===== src/rtl/parameterized_skid_register.sv =====
// parameterized_skid_register: elastic valid/ready pipeline register with a one-entry skid buffer, flush and occupancy
module parameterized_skid_register #(
  parameter int WIDTH = 32,
  parameter logic [WIDTH-1:0] RESET_VALUE = '0
) (
  input  logic             clk,
  input  logic             reset,
  input  logic             flush,
  input  logic [WIDTH-1:0] in_data,
  input  logic             in_valid,
  output logic             in_ready,
  output logic [WIDTH-1:0] out_data,
  output logic             out_valid,
  input  logic             out_ready,
  output logic [1:0]       count
);
  localparam logic [1:0] EMPTY = 2'd0;
  localparam logic [1:0] BUSY  = 2'd1;
  localparam logic [1:0] FULL  = 2'd2;
  logic [1:0] state, state_nxt;
  logic [WIDTH-1:0] main, skid;
  logic accept, drain, main_ld, skid_ld, main_from_skid;
  assign accept = in_valid & in_ready;
  assign drain = out_valid & out_ready;
  assign main_ld = accept & ((state == EMPTY) | ((state == BUSY) & drain));
  assign skid_ld = accept & (state == BUSY) & ~drain;
  assign main_from_skid = (state == FULL) & drain;
  assign out_data = main;
  // State register; the encoding 2'd3 falls into the default branch below and returns to EMPTY
  always_ff @(posedge clk or negedge reset)
    if (!reset) state <= EMPTY;
    else state <= state_nxt;
  // Next state; flush overrides every handshake transition
  always_comb begin
    state_nxt = EMPTY;
    if (!flush)
      case (state)
        EMPTY:   state_nxt = accept ? BUSY : EMPTY;
        BUSY:    state_nxt = (accept & ~drain) ? FULL : (~accept & drain) ? EMPTY : BUSY;
        FULL:    state_nxt = drain ? BUSY : FULL;
        default: state_nxt = EMPTY;
      endcase
  end
  // Outputs decoded from state alone so in_ready never sees out_ready combinationally
  always_comb begin
    in_ready = state != FULL;
    out_valid = state != EMPTY;
    count = (state == BUSY) ? 2'd1 : (state == FULL) ? 2'd2 : 2'd0;
  end
  // Data registers move only on the listed transitions; the skid feeds main when the full pipe drains
  always_ff @(posedge clk or negedge reset)
    if (!reset) begin
      main <= RESET_VALUE;
      skid <= RESET_VALUE;
    end else if (flush) begin
      main <= RESET_VALUE;
      skid <= RESET_VALUE;
    end else begin
      if (main_from_skid) main <= skid;
      else if (main_ld) main <= in_data;
      if (skid_ld) skid <= in_data;
    end
endmodule


===== config.mk =====
export PLATFORM = sky130hd
export DESIGN_NAME = parameterized_skid_register
export DESIGN_NICKNAME = d
export VERILOG_FILES = /design/src/rtl/parameterized_skid_register.sv
export SDC_FILE = /design/constraint.sdc
export NUM_CORES = 1
export LEC_CHECK = 0
export ABC_AREA = 1
export BUFFER_PORTS_ARGS = -buffer_cell sky130_fd_sc_hd__buf_2
export CORE_ASPECT_RATIO = 1.5
export CORE_MARGIN = 10
export CORE_UTILIZATION = 38
export CTS_BUF_LIST = sky130_fd_sc_hd__clkbuf_16
export CTS_CLUSTER_SIZE = 24
export DETAILED_ROUTE_END_ITERATION = 7
export PLACE_DENSITY = 0.69
export SYNTH_ARGS = -nofsm -noshare
export SYNTH_HDL_FRONTEND = slang
export SYNTH_SLANG_ARGS = --single-unit

===== constraint.sdc =====
create_clock -name clk -period 1.8 [get_ports clk]
set_input_delay 0 -clock clk [delete_from_list [all_inputs] [get_ports clk]]
set_output_delay 0 -clock clk [all_outputs]
set_load 0.01 [all_outputs]

==> flow_summary.yaml, run 1 <==
outcome:
  outcome: "completed"
detailed_routing:
  finalWirelength_mm: 9.98
  wl_per_cell_um: 16.0
  via_per_inst: 5.47
  dr.first_iter.drc_count: 344
  first_pass_iters: 5
  drc: 0
  drtAntennaViolNets: 0
  vias: 3409
timing:
  period_minus_slack_ns: 1.58
  final_hold_viol_count: 0
  relSlewSlack: 0.574
  slew_viol_final: 0
  tightest_slew_ns: 0.640
  setup_tns_ns: 0
  max_freq_mhz: 631
  holdWs_ns: 0.182
  period_share: 0.880
  setup-violations-final: 0
  skew_ns: 0.00619
  rsz0062_at_grt: "false"
grt:
  grt_pass1_vias: 3458
  grt_usage: 0.164
  grt_max_degree: 98
  antenna_found_initial: 0
  grt_pass1_wl_mm: 17.1
  grt_overflow: 0
clock_network:
  cts_buffers: 9
  insertion_delay_ns: 0.33
  cts.path.max_buffers: 2
  cts_tree: "built"
  clk_pin_slew_ns: 0.05
  cts-root-buf: "clkbuf_16"
  cts_sinks: 66
  htree_levels: 3
power_and_ir_drop:
  switching_share: 0.257
  seqPwrFrac: 0.424
  switchingPower_mw: 0.979
  power_density_nw_per_um2: 871
  ir_drop_mv: 0.495
  p_comb_frac: 0.144
  p_clk_frac: 0.433
  intPower_mw: 2.82
  power_leakage_nw: 2.43
critical_path:
  path_cells: "inv_2 -> buf_4 -> nand2_1 -> buf_2"
  crit_type: "flop to output pin"
  cp-start-kind: "flop"
  worstPathRequired_ns: 1.80
  max_stage_delay_ns: 0.42
  arrival_ns: 1.58
  cp_max_fo: 23
  endpoint_kind: "output pin"
  slowest_stage: "dfrtp_1"
final_layout:
  seq_area_sq_um: 1650
  num_antenna_cells: 0
  nNetsFinal: 549
  final_core_util: 0.519
  design_area_sq_um: 4370
  fillCellCount: 796
  area_delta_synth_final_pct: 32.7
  drive_gt1_frac: 0.215
  multiInputGateArea_sq_um: 1420
hold_path:
  hold_class: "input pin to flop"
die:
  die_y_um: 134
  die_area_sq_um: 12900
  die_w_um: 96.0
  initial_core_util: 0.391
  io_pins: 73
  rows: 41
  fp.coreArea_sq_um: 8410
yosys:
  synth.ff_latch_count: 66
  synth_top_family_by_area: "simple AND/OR/NAND/NOR gates"
  synth.avg_cell_area_sq_um: 7.89
  synthMuxAreaShare: 0
  yosys_warnings: 0
  syn_area_sq_um: 3290
  synth_compound_area_frac: 0.00532
  synth_adder_area_share: 0
  syn-instance-count: 417
  ys_seq_area_frac: 0.502
  synth-xor-area-share: 0
  synth-simple-area-share: 0.426
  syn_nets: 454
  synth_cell_type_count: 17
placed_design:
  dp_hpwl_mm: 6.49
  gp_congestion: 0.840
  postPlaceCellArea_sq_um: 3740
  port_buffers: 72
flow_run:
  maxCapViolations: 0
cells in the final DEF (no fill, tap or decap), types with 3 or more instances in the layout:
master | synthesis | final
nand3_1 | 65 | 65
inv_1 | 2 | 4
nor2_1 | 3 | 3
dlygate4sd3_1 | 0 | 35
dfrtp_1 | 66 | 66
nand2_1 | 164 | 164
clkbuf_16 | 0 | 9
nand4_1 | 64 | 64
buf_4 | 6 | 15
buf_2 | 14 | 72
nand3_2 | 3 | 3
inv_2 | 4 | 4
worst paths after layout:
check                           slack, ns  startpoint  depth (start not counted)      endpoint
worst max-delay path                 0.22    state[0]                          4     out_valid
worst min-delay path                 0.18   out_ready                          5  out_data[25]
worst max register to register       0.34    state[0]                          7   out_data[2]
worst min register to register       0.51     skid[3]                          2       skid[3]
max in group asynchronous            0.96       reset                          3       skid[0]
min in group asynchronous            0.23       reset                          2   out_data[4]
metal layers:
layer | global-route usage | wire [um]
met1 | 0.196 | 3900
met2 | 0.270 | 5190
met3 | 0.0374 | 646
met4 | 0.0748 | 241
met5 | 0 | 0
registers in the layout, indices dropped and copies added, names as in the netlist:
register,flops
out_data,32
skid,32
state,2
timing repair:
action	in CTS	in global routing
hold endpoints to repair	57	0
gates resized for setup	0	0
buffers inserted	0	0
hold buffers	35	0
per-stage QoR:
stage | instances | worst slack (ns) | power (mW)
2_1_floorplan | 417 | 0.575 | 1.89
3_3_place_gp | 573 | 0.415 | 2.11
6_report | 623 | 0.216 | 3.80
5_1_grt | 623 | 0.127 | 3.99
3_5_place_dp | 573 | 0.344 | 2.13
4_1_cts | 623 | 0.190 | 3.84
kinds of logic (layout without fill, tap and decap cells):
logic type | Yosys count | after routing
AND/OR/NAND/NOR | 302 | 302
flip-flops | 66 | 66
buffers and inverters | 46 | 145
AO/OA/AOI/OAI | 3 | 3
critical path: cells and delay by family (launching register included):
kind | cells | cell delay [ns]
buf+inv | 3 | 0.69
flops | 1 | 0.42
simple gates | 1 | 0.14
cells in the mapped netlist:
library cell,count,area [sq um]
nand3_1,65,325
nor2_1,3,11.3
inv_1,2,7.51
o211ai_1,1,7.51
nor2_2,2,12.5
dfrtp_1,66,1650
buf_4,6,45.0
a21oi_1,2,10.0
buf_1,6,22.5
buf_6,1,11.3
nand2_1,164,616
nand2_2,1,6.26
nand4_1,64,400
clkbuf_1,13,48.8
inv_2,4,15.0
buf_2,14,70.1
nand3_2,3,30.0
power groups by stage:
stage | registers [mW] | logic, mW | clock network (mW)
detailed placement | 1.63 | 0.491 | 0
global placement | 1.63 | 0.482 | 0
global route | 1.62 | 0.611 | 1.76
floorplan | 1.66 | 0.229 | 0
CTS | 1.61 | 0.554 | 1.68
finish | 1.61 | 0.546 | 1.65
area by class of cell:
| class | count | area share |
|---|---|---|
| Sequential cell | 66 | 0.378 |
| Clock buffer | 9 | 0.0516 |
| Timing Repair Buffer | 124 | 0.198 |
| Inverter | 6 | 0.00516 |
| Multi-Input combinational cell | 305 | 0.325 |
| Clock inverter | 6 | 0.0117 |
| Tap cell | 107 | 0.0307 |
(Power assumes the default switching activity.)
==> inputs of run 2 (changes only) <==
--- a/config.mk
+++ b/config.mk
@@ -8,11 +8,12 @@
 export ABC_AREA = 1
 export BUFFER_PORTS_ARGS = -buffer_cell sky130_fd_sc_hd__buf_2
 export CORE_ASPECT_RATIO = 1.5
-export CORE_MARGIN = 10
+export CORE_MARGIN = 2
 export CORE_UTILIZATION = 38
 export CTS_BUF_LIST = sky130_fd_sc_hd__clkbuf_16
 export CTS_CLUSTER_SIZE = 24
 export DETAILED_ROUTE_END_ITERATION = 7
+export MAX_ROUTING_LAYER = met4
 export PLACE_DENSITY = 0.69
 export SYNTH_ARGS = -nofsm -noshare
 export SYNTH_HDL_FRONTEND = slang
==> flow_summary.yaml, run 2 (same netlist as run 1, synthesis figures left out) <==
critical_path:
  crit_path_frequent_cell: "inv_1"
  arrival_ns: 1.51
  cp_max_fo: 18
  r2r-start: "state[0]"
  crit_type: "flop to output pin"
  endpoint_kind: "output pin"
  r2r_cells: 6
  path_cells: "buf_4 -> inv_1 -> nor2_1 -> inv_1 -> buf_2"
  slowest_stage: "dfrtp_1"
  cp-start-kind: "flop"
  crit_family: "buffers and inverters"
  path_buf_inv: 4
  worstPathRequired_ns: 1.80
  rr_endpoint: "out_data[18]"
  r2r_setup_slack_ns: 0.41
  max_stage_delay_ns: 0.41
detailed_routing:
  drc: 0
  finalWirelength_mm: 9.29
  dr.first_iter.drc_count: 394
  drtAntennaViolNets: 0
  via_per_inst: 5.35
  first_pass_iters: 4
  wl_per_cell_um: 14.9
  vias: 3329
grt:
  grt_usage: 0.209
  grt_overflow: 0
  grt_pass1_wl_mm: 15.1
  antenna_found_initial: 0
  grt_pass1_vias: 3080
  grt_max_degree: 70
timing:
  setup-violations-final: 0
  final.setup.worst_slack_ns: 0.288
  rsz0062_at_grt: "false"
  skew_ns: 0.00342
  period_minus_slack_ns: 1.51
  max_freq_mhz: 661
  setup_tns_ns: 0
  final_hold_viol_count: 0
  period_share: 0.840
  relSlewSlack: 0.561
  slew_viol_final: 0
  tightest_slew_ns: 0.658
clock_network:
  clk_pin_slew_ns: 0.05
  insertion_delay_ns: 0.33
  cts_buffers: 9
  cts_sinks: 66
  postCtsSetupBuffers: 0
  cts-root-buf: "clkbuf_16"
  cts_hold_buf: 35
  htree_levels: 3
  cts_resized: 0
  cts_tree: "built"
  cts.path.max_buffers: 2
die:
  die_area_sq_um: 9440
  fp.coreArea_sq_um: 8410
  rows: 41
  initial_core_util: 0.391
  die_y_um: 118
  io_pins: 73
  die_w_um: 80.0
final_layout:
  drive_gt1_frac: 0.210
  fillCellCount: 787
  nNetsFinal: 547
  multiInputGateArea_sq_um: 1420
  final_common_cell: "nand2_1"
  area_delta_synth_final_pct: 32.3
  seq_area_sq_um: 1650
  final_cell_mix: "164 x nand2_1, 72 x buf_2, 66 x dfrtp_1"
  num_antenna_cells: 0
placed_design:
  port_buffers: 72
  place_ws_ns: 0.413
  dp_hpwl_mm: 5.44
  gp_congestion: 0.844
power_and_ir_drop:
  switching_share: 0.257
  ir_drop_mv: 0.537
  p_comb_frac: 0.141
  p_clk_frac: 0.435
  power_leakage_nw: 2.42
  seqPwrFrac: 0.424
  power_density_nw_per_um2: 872
  intPower_mw: 2.82
  switchingPower_mw: 0.976
outcome:
  outcome: "completed"
flow_run:
  maxCapViolations: 0
hold_path:
  hold_class: "input pin to asynchronous set/reset pin"
[run 2: cell types whose count changed in the layout (fill, tap and decap cells not counted), sizes merged]
cell  previous run  this run
inv              8         9
buf             89        87
[run 2: layout make-up]
class,count,area share
clock inverter,7,0.0124
multi-input combinational,305,0.326
clock buffer,9,0.0517
sequential,66,0.379
tap,107,0.0307
timing repair buffer,122,0.195
inverter,6,0.00517
[run 2: routing by layer]
layer	track usage	part of all wire
met2	0.313	0.51
met1	0.268	0.41
met3	0.0414	0.044
met4	0.104	0.035
met5	-	0
[run 2: power by group through the flow]
stage | sequential (mW) | clock [mW] | combinational [mW]
finish | 1.61 | 1.65 | 0.537
global placement | 1.63 | 0 | 0.471
detailed placement | 1.64 | 0 | 0.476
CTS | 1.61 | 1.68 | 0.537
floorplan | 1.66 | 0 | 0.229
global route | 1.62 | 1.73 | 0.595
[run 2: worst max path at each step]
stage,startpoint,endpoint,slack [ns],depth (start not counted)
4_1_cts,state[1],in_ready,0.28,5
3_5_place_dp,state[0],out_data[15],0.41,6
5_1_grt,state[1],in_ready,0.17,5
6_report,state[1],in_ready,0.29,5
3_3_place_gp,state[1],out_data[6],0.47,6
2_1_floorplan,state[0],out_data[16],0.58,8
[run 2: worst register-to-register path: cells and delay by family, from the launching register on]
kind                   cells  cell delay, ns
DFF                        1            0.41
and+or+nand+nor            5            0.59
buffers and inverters      1            0.27
[run 2: stage by stage]
step           hold slack, ns  utilization  total power [mW]  area (sq um)  cells
6_report                0.207        0.518              3.80          4350    622
5_1_grt                 0.239        0.518              3.95          4350    622
4_1_cts                 0.210        0.518              3.83          4350    622
3_5_place_dp           0.0501        0.443              2.11          3720    571
3_3_place_gp           0.0430        0.443              2.10          3720    571
2_1_floorplan          -0.296            -              1.89          3290    417
